File: src/rtl/squeeze_ctrl.sv
// squeeze_ctrl: squeeze-phase sequencer driving squeeze_unit offsets and the output stream handshake
module squeeze_ctrl #(
   parameter int OUT_BYTES      = 32,
   parameter int CNT_WIDTH      = 8,
   parameter int LEN_WIDTH      = 16,
   parameter int MODE_SEL_WIDTH = 2,
   parameter int RATE_WIDTH     = 11
) (
   input  logic                      clk,
   input  logic                      rst,
   input  logic                      start_i,
   input  logic [MODE_SEL_WIDTH-1:0] keccak_mode_i,
   input  logic [RATE_WIDTH-1:0]     rate_i,
   input  logic [LEN_WIDTH-1:0]      out_len_i,
   output logic [CNT_WIDTH-1:0]      bytes_squeezed_o,
   output logic                      perm_start_o,
   input  logic                      perm_done_i,
   output logic                      m_valid_o,
   input  logic                      m_ready_i,
   output logic [OUT_BYTES-1:0]      m_keep_o,
   output logic                      m_last_o,
   output logic                      busy_o,
   output logic                      done_o
);
   localparam logic [MODE_SEL_WIDTH-1:0] SHA3_256 = MODE_SEL_WIDTH'(0);
   localparam logic [MODE_SEL_WIDTH-1:0] SHA3_512 = MODE_SEL_WIDTH'(1);
   localparam logic [LEN_WIDTH-1:0] OB_L = LEN_WIDTH'(OUT_BYTES);
   localparam logic [CNT_WIDTH-1:0] OB_C = CNT_WIDTH'(OUT_BYTES);

   typedef enum logic [1:0] {IDLE, STREAM, PERM} state_t;

   state_t               state_q;
   logic [CNT_WIDTH-1:0] rate_bytes_q, cnt_q, rate_rem;
   logic [LEN_WIDTH-1:0] rem_q, eff_len, m1, n;
   logic                 valid_q, busy_q, perm_q, done_q, stream;

   // Beat sizing and stream sidebands, derived from registered state only
   always_comb begin
      eff_len  = keccak_mode_i == SHA3_256 ? LEN_WIDTH'(32) :
                 keccak_mode_i == SHA3_512 ? LEN_WIDTH'(64) : out_len_i;
      rate_rem = rate_bytes_q - cnt_q;
      m1       = LEN_WIDTH'(rate_rem) < rem_q ? LEN_WIDTH'(rate_rem) : rem_q;
      n        = m1 < OB_L ? m1 : OB_L;
      stream   = state_q == STREAM;
      m_keep_o = stream ? ~({OUT_BYTES{1'b1}} << n) : '0;
      m_last_o = stream && rem_q <= n;
   end

   assign bytes_squeezed_o = cnt_q;
   assign m_valid_o        = valid_q;
   assign busy_o           = busy_q;
   assign perm_start_o     = perm_q;
   assign done_o           = done_q;

   // Squeeze FSM with registered valid/busy/pulse outputs
   always_ff @(posedge clk) begin
      if (rst) begin
         state_q      <= IDLE;
         rate_bytes_q <= '0;
         cnt_q        <= '0;
         rem_q        <= '0;
         valid_q      <= 1'b0;
         busy_q       <= 1'b0;
         perm_q       <= 1'b0;
         done_q       <= 1'b0;
      end else begin
         perm_q <= 1'b0;
         done_q <= 1'b0;
         case (state_q)
            IDLE: if (start_i) begin
               if (eff_len == '0) done_q <= 1'b1;
               else begin
                  rate_bytes_q <= CNT_WIDTH'(rate_i >> 3);
                  cnt_q        <= '0;
                  rem_q        <= eff_len;
                  state_q      <= STREAM;
                  valid_q      <= 1'b1;
                  busy_q       <= 1'b1;
               end
            end
            STREAM: if (m_ready_i) begin
               if (m_last_o) begin
                  state_q <= IDLE;
                  valid_q <= 1'b0;
                  busy_q  <= 1'b0;
                  done_q  <= 1'b1;
                  cnt_q   <= '0;
                  rem_q   <= '0;
               end else if (rate_rem <= OB_C) begin
                  state_q <= PERM;
                  valid_q <= 1'b0;
                  perm_q  <= 1'b1;
                  cnt_q   <= '0;
                  rem_q   <= rem_q - n;
               end else begin
                  cnt_q <= cnt_q + OB_C;
                  rem_q <= rem_q - n;
               end
            end
            PERM: if (perm_done_i) begin
               state_q <= STREAM;
               valid_q <= 1'b1;
            end
            default: state_q <= IDLE;
         endcase
      end
   end
endmodule

File: config.mk
export PLATFORM = sky130hd
export DESIGN_NAME = squeeze_ctrl
export DESIGN_NICKNAME = d
export VERILOG_FILES = /design/src/rtl/squeeze_ctrl.sv
export SDC_FILE = /design/constraint.sdc
export NUM_CORES = 1
export LEC_CHECK = 0
export CAP_MARGIN = 20
export CORE_UTILIZATION = 56
export CTS_CLUSTER_DIAMETER = 60
export DETAILED_ROUTE_END_ITERATION = 6
export PLACE_DENSITY = 0.95
export SKIP_LAST_GASP = 1
export SYNTH_ARGS = -nofsm -noshare
export SYNTH_HDL_FRONTEND = slang
export SYNTH_SLANG_ARGS = --single-unit
File: constraint.sdc
create_clock -name clk -period 7 [get_ports clk]
set_input_delay 0.7 -clock clk [delete_from_list [all_inputs] [get_ports clk]]
set_output_delay 0.7 -clock clk [all_outputs]
set_load 0.01 [all_outputs]
==> results.tsv <==
stage	metric	value	unit
floorplan	Ports	79	
worst_setup_path	Startpoint Class	flip-flop	
timing	Slew Limit Headroom	33.2	%
timing	Slew Limit Fails	0	
global_route	largest net degree at the start of global routing	35	
routing	via density per instance	6.45	
worst_setup_path	CP cell instances	inv_1, ha_1, a21oi_1, xnor2_1, ha_1, o211a_1, a2111oi_2, nor4b_2, and2_2, a32o_1, ha_1, inv_1, fa_1, a21o_1, a22oi_1, a31oi_1, o21ba_2, o21ai_0, buf_4, and2_1, clkdlybuf4s50_1	
yosys	compound-gate portion of the synthesized area	30.7	%
routing	Detailed Route Iter0 Violations	242	
placement	I/O Buffers	70	
power	PwrDens	350	mW/mm2
cts	htree depth	2	
yosys	mux cell area share after synthesis	4.95	%
global_route	first-pass GRT wire length	16.5	mm
timing	worst-margin pin slew	0.999	ns
worst_setup_path	Max stage delay cell, worst path	clkdlybuf4s50_1	
yosys	Gate Count Post-Synth	457	
cts	Max clock buf depth	2	
worst_setup_path	Worst setup EP type	output port	
layout	# diodes	0	
layout	Fillers	467	
yosys	synth unique cells	74	
yosys	Post-Synth XOR/XNOR Area	4.27	%
yosys	largest family of logic cells by synthesized area	compound AO/OA/AOI/OAI gates	
placement	Post-DP HPWL	7.54	mm
routing	via count of the routed design	3885	
timing	Layout Skew	0.00401	ns
yosys	async set or reset register ratio after synthesis	0	%
routing	WL final	10.3	mm
worst_setup_path	R2R Path End	rem_q[11]	
flow_run	max-cap viol count	0	
worst_setup_path	critical path data required time	6.30	ns
yosys	Synth area leaders	dfxtp_1, ha_1, a21oi_1	
layout	Final Cell Area	0.00433	mm2
timing	fin crit period	6.45	ns
worst_setup_path	Crit Path Category	reg -> out	
worst_setup_path	reg2reg start	bytes_squeezed_o[5]	
yosys	cell type with the largest total area after synthesis	dfxtp_1	
yosys	YS warnings	0	
worst_setup_path	register-to-register setup slack	1.39	ns
layout	share of cells above drive strength 1	7.21	%
hold_path	hold path start	bytes_squeezed_o[5]	
global_route	antenna violations before repair	0	
timing	maximum clock rate	155	MHz
floorplan	Die H	80.9	um
power	P_leak	1.74	nW
global_route	vias in the first global route	3552	
global_route	GR Overflow Total	0	
worst_setup_path	CP Max Fanout	20	
worst_setup_path	Critical Path AT	5.75	ns
hold_path	hold depth	2	
cts	Clock Pin Slew Worst Setup and Hold Paths	0.07	ns
cts	CTS Buf Count	5	
yosys	synthesized cell area	0.00349	mm2
cts	Clk Latency, worst-skew pair	0.29	ns
yosys	Synth Area in Simple Gates	21.4	%
placement	GP Congestion	0.968	
routing	average routed wire per standard cell	17.1	um
worst_setup_path	Largest stage delay, worst path	0.53	ns
routing	Pre-antenna DRT Iters	5	
floorplan	Initial Util	58.5	%
yosys	EDFF count, synth	0	
layout	nets	593	
routing	Final ANT Viol Nets	0	
worst_setup_path	most frequent CP cell	ha_1	
yosys	Adder-Cell Fraction of Synth Area	12.1	%
timing	fin crit share	92.1	%
layout	commonest non-fill, non-tap cell in the layout	clkdlybuf4s50_1	
yosys	post-synth top area share	19.0	%
outcome	outcome	completed	
power	worst vdd ir	0.000212	V
global_route	gr usage total	31.8	%
cts	Root Buffer	clkbuf_8	
floorplan	std cell rows	28	
hold_path	Min-Delay Endpoint	bytes_squeezed_o[5]	
yosys	Synth Flop Type	dfxtp_1	
timing	Setup violations, final	0	
yosys	average size of a mapped cell	7.63	um2
cts	CTS sink cnt	33	
layout	commonest cells after routing, fill and taps aside	clkdlybuf4s50_1, a21oi_1, nor2_1	
power	Power Total	0.00152	W
layout	Area Overhead vs Synth	24.3	%
worst_setup_path	FF-to-FF path depth	19	
placement	Cell Area, Placed	0.00422	mm2
routing	drc violations	0	
yosys	Seq cells post-synth	33	
timing	setup TNS	0	ns
yosys	Seq/Total Area, Yosys	19.0	%
floorplan	core area	0.00596	mm2
hold_path	Worst Hold Class	reg -> reg	
timing	final hold violations	0	
floorplan	Die Wd	80.9	um
floorplan	DIE AREA	0.00654	mm2
cts	TritonCTS clock tree	done	
timing	unrepaired setup endpoints after global routing	no	
## cell usage after synthesis, types with 4 or more instances
| cell type | number |
|---|---|
| a211oi_1 | 10 |
| a21o_1 | 6 |
| a21oi_1 | 51 |
| a221oi_1 | 9 |
| a31oi_1 | 6 |
| and3_1 | 4 |
| buf_4 | 6 |
| buf_6 | 4 |
| clkbuf_1 | 14 |
| dfxtp_1 | 33 |
| ha_1 | 32 |
| inv_1 | 24 |
| mux2i_1 | 15 |
| nand2_1 | 32 |
| nand3_1 | 13 |
| nand4_1 | 6 |
| nor2_1 | 42 |
| nor2b_1 | 5 |
| nor3_1 | 12 |
| nor4_1 | 4 |
| o21a_1 | 9 |
| o21ai_0 | 15 |
| o21ai_1 | 4 |
| o22ai_1 | 7 |
| or2_2 | 4 |
| or3_1 | 4 |
| xnor2_1 | 12 |
| xor2_1 | 5 |
## layer usage
| layer | part of all wire [%] | track usage [%] | vias to the layer above |
|---|---|---|---|
| met1 | 41 | 38.4 | 1845 |
| met4 | 2.8 | 11.1 | 0 |
| met3 | 6.5 | 5.96 | 48 |
| met2 | 50 | 55.9 | 181 |
| li1 | - | - | 1811 |
| met5 | 0 | 0 | - |
## stage by stage
step	utilization [%]	hold slack (ns)	std cells	worst slack [ns]
after floorplan	-	0.459	472	1.83
after global placement	70.8	0.473	594	1.06
after detailed placement	70.8	0.485	594	0.887
after CTS	72.8	0.495	602	0.461
after global routing	72.8	0.521	602	0.130
final	72.8	0.497	602	0.551
## report_power, final
part           leakage (nW)  switching [W]  total [W]  internal [W]
clock                0.0585      0.0000748   0.000191      0.000116
combinational          1.41       0.000593    0.00107      0.000474
sequential            0.271      0.0000385   0.000259      0.000220
## worst max path at each step
stage	startpoint	end	slack, ns	depth (start not counted)
CTS	bytes_squeezed_o[5]	m_last_o	0.46	21
detailed placement	bytes_squeezed_o[5]	m_last_o	0.89	21
finish	bytes_squeezed_o[5]	m_last_o	0.55	21
floorplan	bytes_squeezed_o[5]	m_last_o	1.83	19
global route	bytes_squeezed_o[5]	m_last_o	0.13	21
global placement	bytes_squeezed_o[5]	m_last_o	1.06	21
## critical path: cells and delay by family (launching register included)
| kind | cells | cell delay, ns |
|---|---|---|
| and+or+nand+nor | 3 | 1.05 |
| xor gates and xnor gates | 1 | 0.12 |
| adders and majority gates | 4 | 1.31 |
| AOI/OAI and AO/OA | 9 | 1.74 |
| DFF | 1 | 0.38 |
| buffers and inverters | 4 | 0.85 |
## cell type report
cell class	count	area (um2)	area share [%]
flip-flops and latches	33	661	15.2
well taps	75	93.8	2.17
clock inverters	1	30.0	0.693
clock buffers	7	86.3	1.99
inverters	27	101	2.34
repair buffers	75	738	17.0
multi-input cells	384	2620	60.5
## logic make-up (layout without fill, tap and decap cells)
family	count (synthesis)	count (layout)
AO/OA/AOI/OAI	154	154
AND/OR/NAND/NOR	146	146
buffers and inverters	55	110
adder cells (fa/ha/maj)	33	33
flip-flops	33	33
XOR/XNOR	17	17
multiplexers	17	17
other	2	17
## state kept, by name (all words and copies together) (netlist names)
name              flops
m_valid_o             1
rate_bytes_q          8
state_q               2
perm_start_o          1
rem_q                16
busy_o                1
bytes_squeezed_o      3
done_o                1
## timing repair
item / in CTS / in global routing
gates resized for setup: 0 / 1
buffers inserted: 0 / 0
hold buffers: 0 / 0
setup endpoints to repair: 0 / 1
Note: power is estimated with default switching activity, not from simulation.
==> RTL change, RTL diff (same flow settings) <==
Register the input `keccak_mode_i` before use, without a reset. The logic sees it one clock later. The other inputs are not delayed to match.
--- a/src/rtl/squeeze_ctrl.sv
+++ b/src/rtl/squeeze_ctrl.sv
@@ -30,4 +30,10 @@
    typedef enum logic [1:0] {IDLE, STREAM, PERM} state_t;
 
+   logic [MODE_SEL_WIDTH-1:0] keccak_mode_q;
+
+   always_ff @(posedge clk) begin
+      keccak_mode_q <= keccak_mode_i;
+   end
+
    state_t               state_q;
    logic [CNT_WIDTH-1:0] rate_bytes_q, cnt_q, rate_rem;
@@ -37,6 +43,6 @@
    // Beat sizing and stream sidebands, derived from registered state only
    always_comb begin
-      eff_len  = keccak_mode_i == SHA3_256 ? LEN_WIDTH'(32) :
-                 keccak_mode_i == SHA3_512 ? LEN_WIDTH'(64) : out_len_i;
+      eff_len  = keccak_mode_q == SHA3_256 ? LEN_WIDTH'(32) :
+                 keccak_mode_q == SHA3_512 ? LEN_WIDTH'(64) : out_len_i;
       rate_rem = rate_bytes_q - cnt_q;
       m1       = LEN_WIDTH'(rate_rem) < rem_q ? LEN_WIDTH'(rate_rem) : rem_q;
Behaviour: not the same (Yosys sat finds a counterexample within 4 cycles, from zero or initial values and one cycle with rst high).
==> RTL change against the original RTL <==
Final area down 2.7%; area after synthesis down 2.5%; via count decreased by 3.6%; worst setup slack got worse by 0.11 ns; clock skew is 0.0066 ns higher; sequential cell count up 2; routed wire length down 3.3%; power is 40% higher.
==> RTL change: results (changes against the original RTL) <==
[place] half-perimeter wire length after placement 7.49 mm [was 7.54 mm]
[yosys] ys async rst share 0 [unchanged]
[yosys] proportion of netlist area held by the largest area contributor 0.206 [was 0.190]
[power] largest vdd supply drop 0.000284 V [was 0.000212 V]
[worst_hold_path] Hold/Removal Path Class flop to flop [unchanged]
[detailed_routing] vias after detailed routing 3746 [was 3885]
[yosys] synth top area cells dfxtp_1 21%, ha_1 12%, a21oi_1 5.5% [was dfxtp_1 19%, ha_1 11%, a21oi_1 7.3%]
[worst_setup_path] crit-path max FO 20 [unchanged]
[yosys] most instantiated cells after synthesis 41 x nor2_1, 37 x a21oi_1, 35 x dfxtp_1, 33 x nand2_1, 32 x ha_1 [was 51 x a21oi_1, 42 x nor2_1, 33 x dfxtp_1, 32 x ha_1, 32 x nand2_1]
[global_route] global-route usage over all layers 0.321 [was 0.318]
[power] logic gate share of total power 0.782 [was 0.703]
[status] outcome finished clean [unchanged]
[worst_setup_path] reg-to-reg endpoint rem_q[4] [was rem_q[11]]
[clocking] root cell of the clock tree clkbuf_8 [unchanged]
[final_layout] ratio of cells with drive above 1 in the final layout 0.0589 [was 0.0721]
[final_layout] diode count 0 [unchanged]
[final_layout] flip-flop count of the largest register, all copies and words added 16 [unchanged]
[detailed_routing] routed wirelength normalized by instance count 17.0 um [was 17.1 um]
[yosys] sequential area share after synthesis 0.206 [was 0.190]
[power] share of power burned in registers 0.142 [was 0.171]
[power] Sw Ratio 0.516 [was 0.466]
[global_route] global-route wire length before repair 16.2 mm [was 16.5 mm]
[clocking] maximum clock insertion buffer count 2 [unchanged]
[yosys] number of distinct library cells after synthesis 73 [was 74]
[final_layout] Filler cells 466 [was 467]
[sta] worst clock skew 0.0107 ns [was 0.00401 ns]
[worst_setup_path] r2r worst-path depth 20 [was 19]
[final_layout] net total in the final layout 575 [was 593]
[sta] slew at the pin with the worst max-slew slack 1.07 ns [was 0.999 ns]
[place] weighted congestion at the end of routability-driven global placement 0.940 [was 0.968]
[global_route] maximum number of pins on one net before global-route repair 31 [was 35]
[final_layout] Top reg by flops rem_q [unchanged]
[global_route] via count of the first global-routing pass 3529 [was 3552]
[detailed_routing] number of violations reported at the end of detailed-routing iteration 0 287 [was 242]
[clocking] worst-skew pair later-pin latency 0.29 ns [about the same]
[power] P_int 0.00102 W [was 0.000810 W]
[worst_setup_path] Arr. time, crit path 5.86 ns [was 5.75 ns]
[worst_setup_path] flop2flop setup slack 1.08 ns [was 1.39 ns]
[clocking] number of gates given a new drive strength after cts 0 [unchanged]
[power] cell leakage power 1.68 nW [was 1.74 nW]
## RTL change: metal layers
| layer | up-vias | routed length (um) | track usage |
|---|---|---|---|
| met3 | 49 | 867 | 0.0606 |
| met4 | 0 | 408 | 0.161 |
| met1 | 1720 | 3840 | 0.367 |
| met2 | 227 | 4830 | 0.567 |
| met5 | - | 0 | 0 |
| li1 | 1750 | - | - |
## RTL change: layout make-up
| class | instances | area, um2 | share of cell area |
|---|---|---|---|
| clock inverter | 1 | 8.76 | 0.00208 |
| tap | 75 | 93.8 | 0.0223 |
| multi-input combinational | 365 | 2500 | 0.593 |
| inverter | 29 | 109 | 0.0258 |
| timing repair buffer | 72 | 716 | 0.170 |
| clock buffer | 7 | 86.3 | 0.0205 |
| sequential | 35 | 701 | 0.166 |
## RTL change: through the flow
stage | util | setup slack, ns | cells | instance area [um2] | hold slack [ns]
global route | 0.716 | 0.110 | 584 | 4220 | 0.546
finish | 0.716 | 0.440 | 584 | 4220 | 0.509
CTS | 0.716 | 0.590 | 584 | 4220 | 0.511
floorplan | - | 1.98 | 454 | 3450 | 0.460
global placement | 0.700 | 1.16 | 576 | 4120 | 0.477
detailed placement | 0.700 | 0.991 | 576 | 4120 | 0.493
## RTL change: worst min-delay path by stage
stage / from / end / slack [ns] / depth (start not counted)
2_1_floorplan: rate_bytes_q[1] / rate_bytes_q[1] / 0.46 / 2
3_3_place_gp: bytes_squeezed_o[5] / bytes_squeezed_o[5] / 0.48 / 2
3_5_place_dp: m_valid_o / m_valid_o / 0.49 / 2
4_1_cts: bytes_squeezed_o[6] / bytes_squeezed_o[6] / 0.51 / 2
5_1_grt: rate_bytes_q[1] / rate_bytes_q[1] / 0.55 / 2
6_report: m_valid_o / m_valid_o / 0.51 / 2
## RTL change: kinds of logic (layout without fill, tap and decap cells)
group / count (synthesis) / count (layout) / synth area share
fa+ha+maj: 33 / 33 / 0.124
compound gates: 154 / 154 / 0.323
xor+xnor: 17 / 17 / 0.0438
flops: 35 / 35 / 0.206
mux: 11 / 11 / 0.0361
other cells: 2 / 17 / 0.00221
buf+inv: 54 / 109 / 0.0740
simple gates: 133 / 133 / 0.191
## RTL change: worst max-delay path: stages, from the launching register on
cell,delay [ns]
dfxtp_1,0.37
inv_1,0.09
ha_1,0.41
o21a_1,0.23
nor2_1,0.13
xnor2_1,0.12
ha_1,0.33
nand4_1,0.12
o31a_4,0.41
or2_1,0.30
buf_4,0.24
o21ai_0,0.62
nand2_1,0.12
ha_1,0.42
o21ai_0,0.17
o21ai_0,0.41
and3_1,0.27
o21ai_0,0.10
and2_1,0.20
clkdlybuf4s50_1,0.49
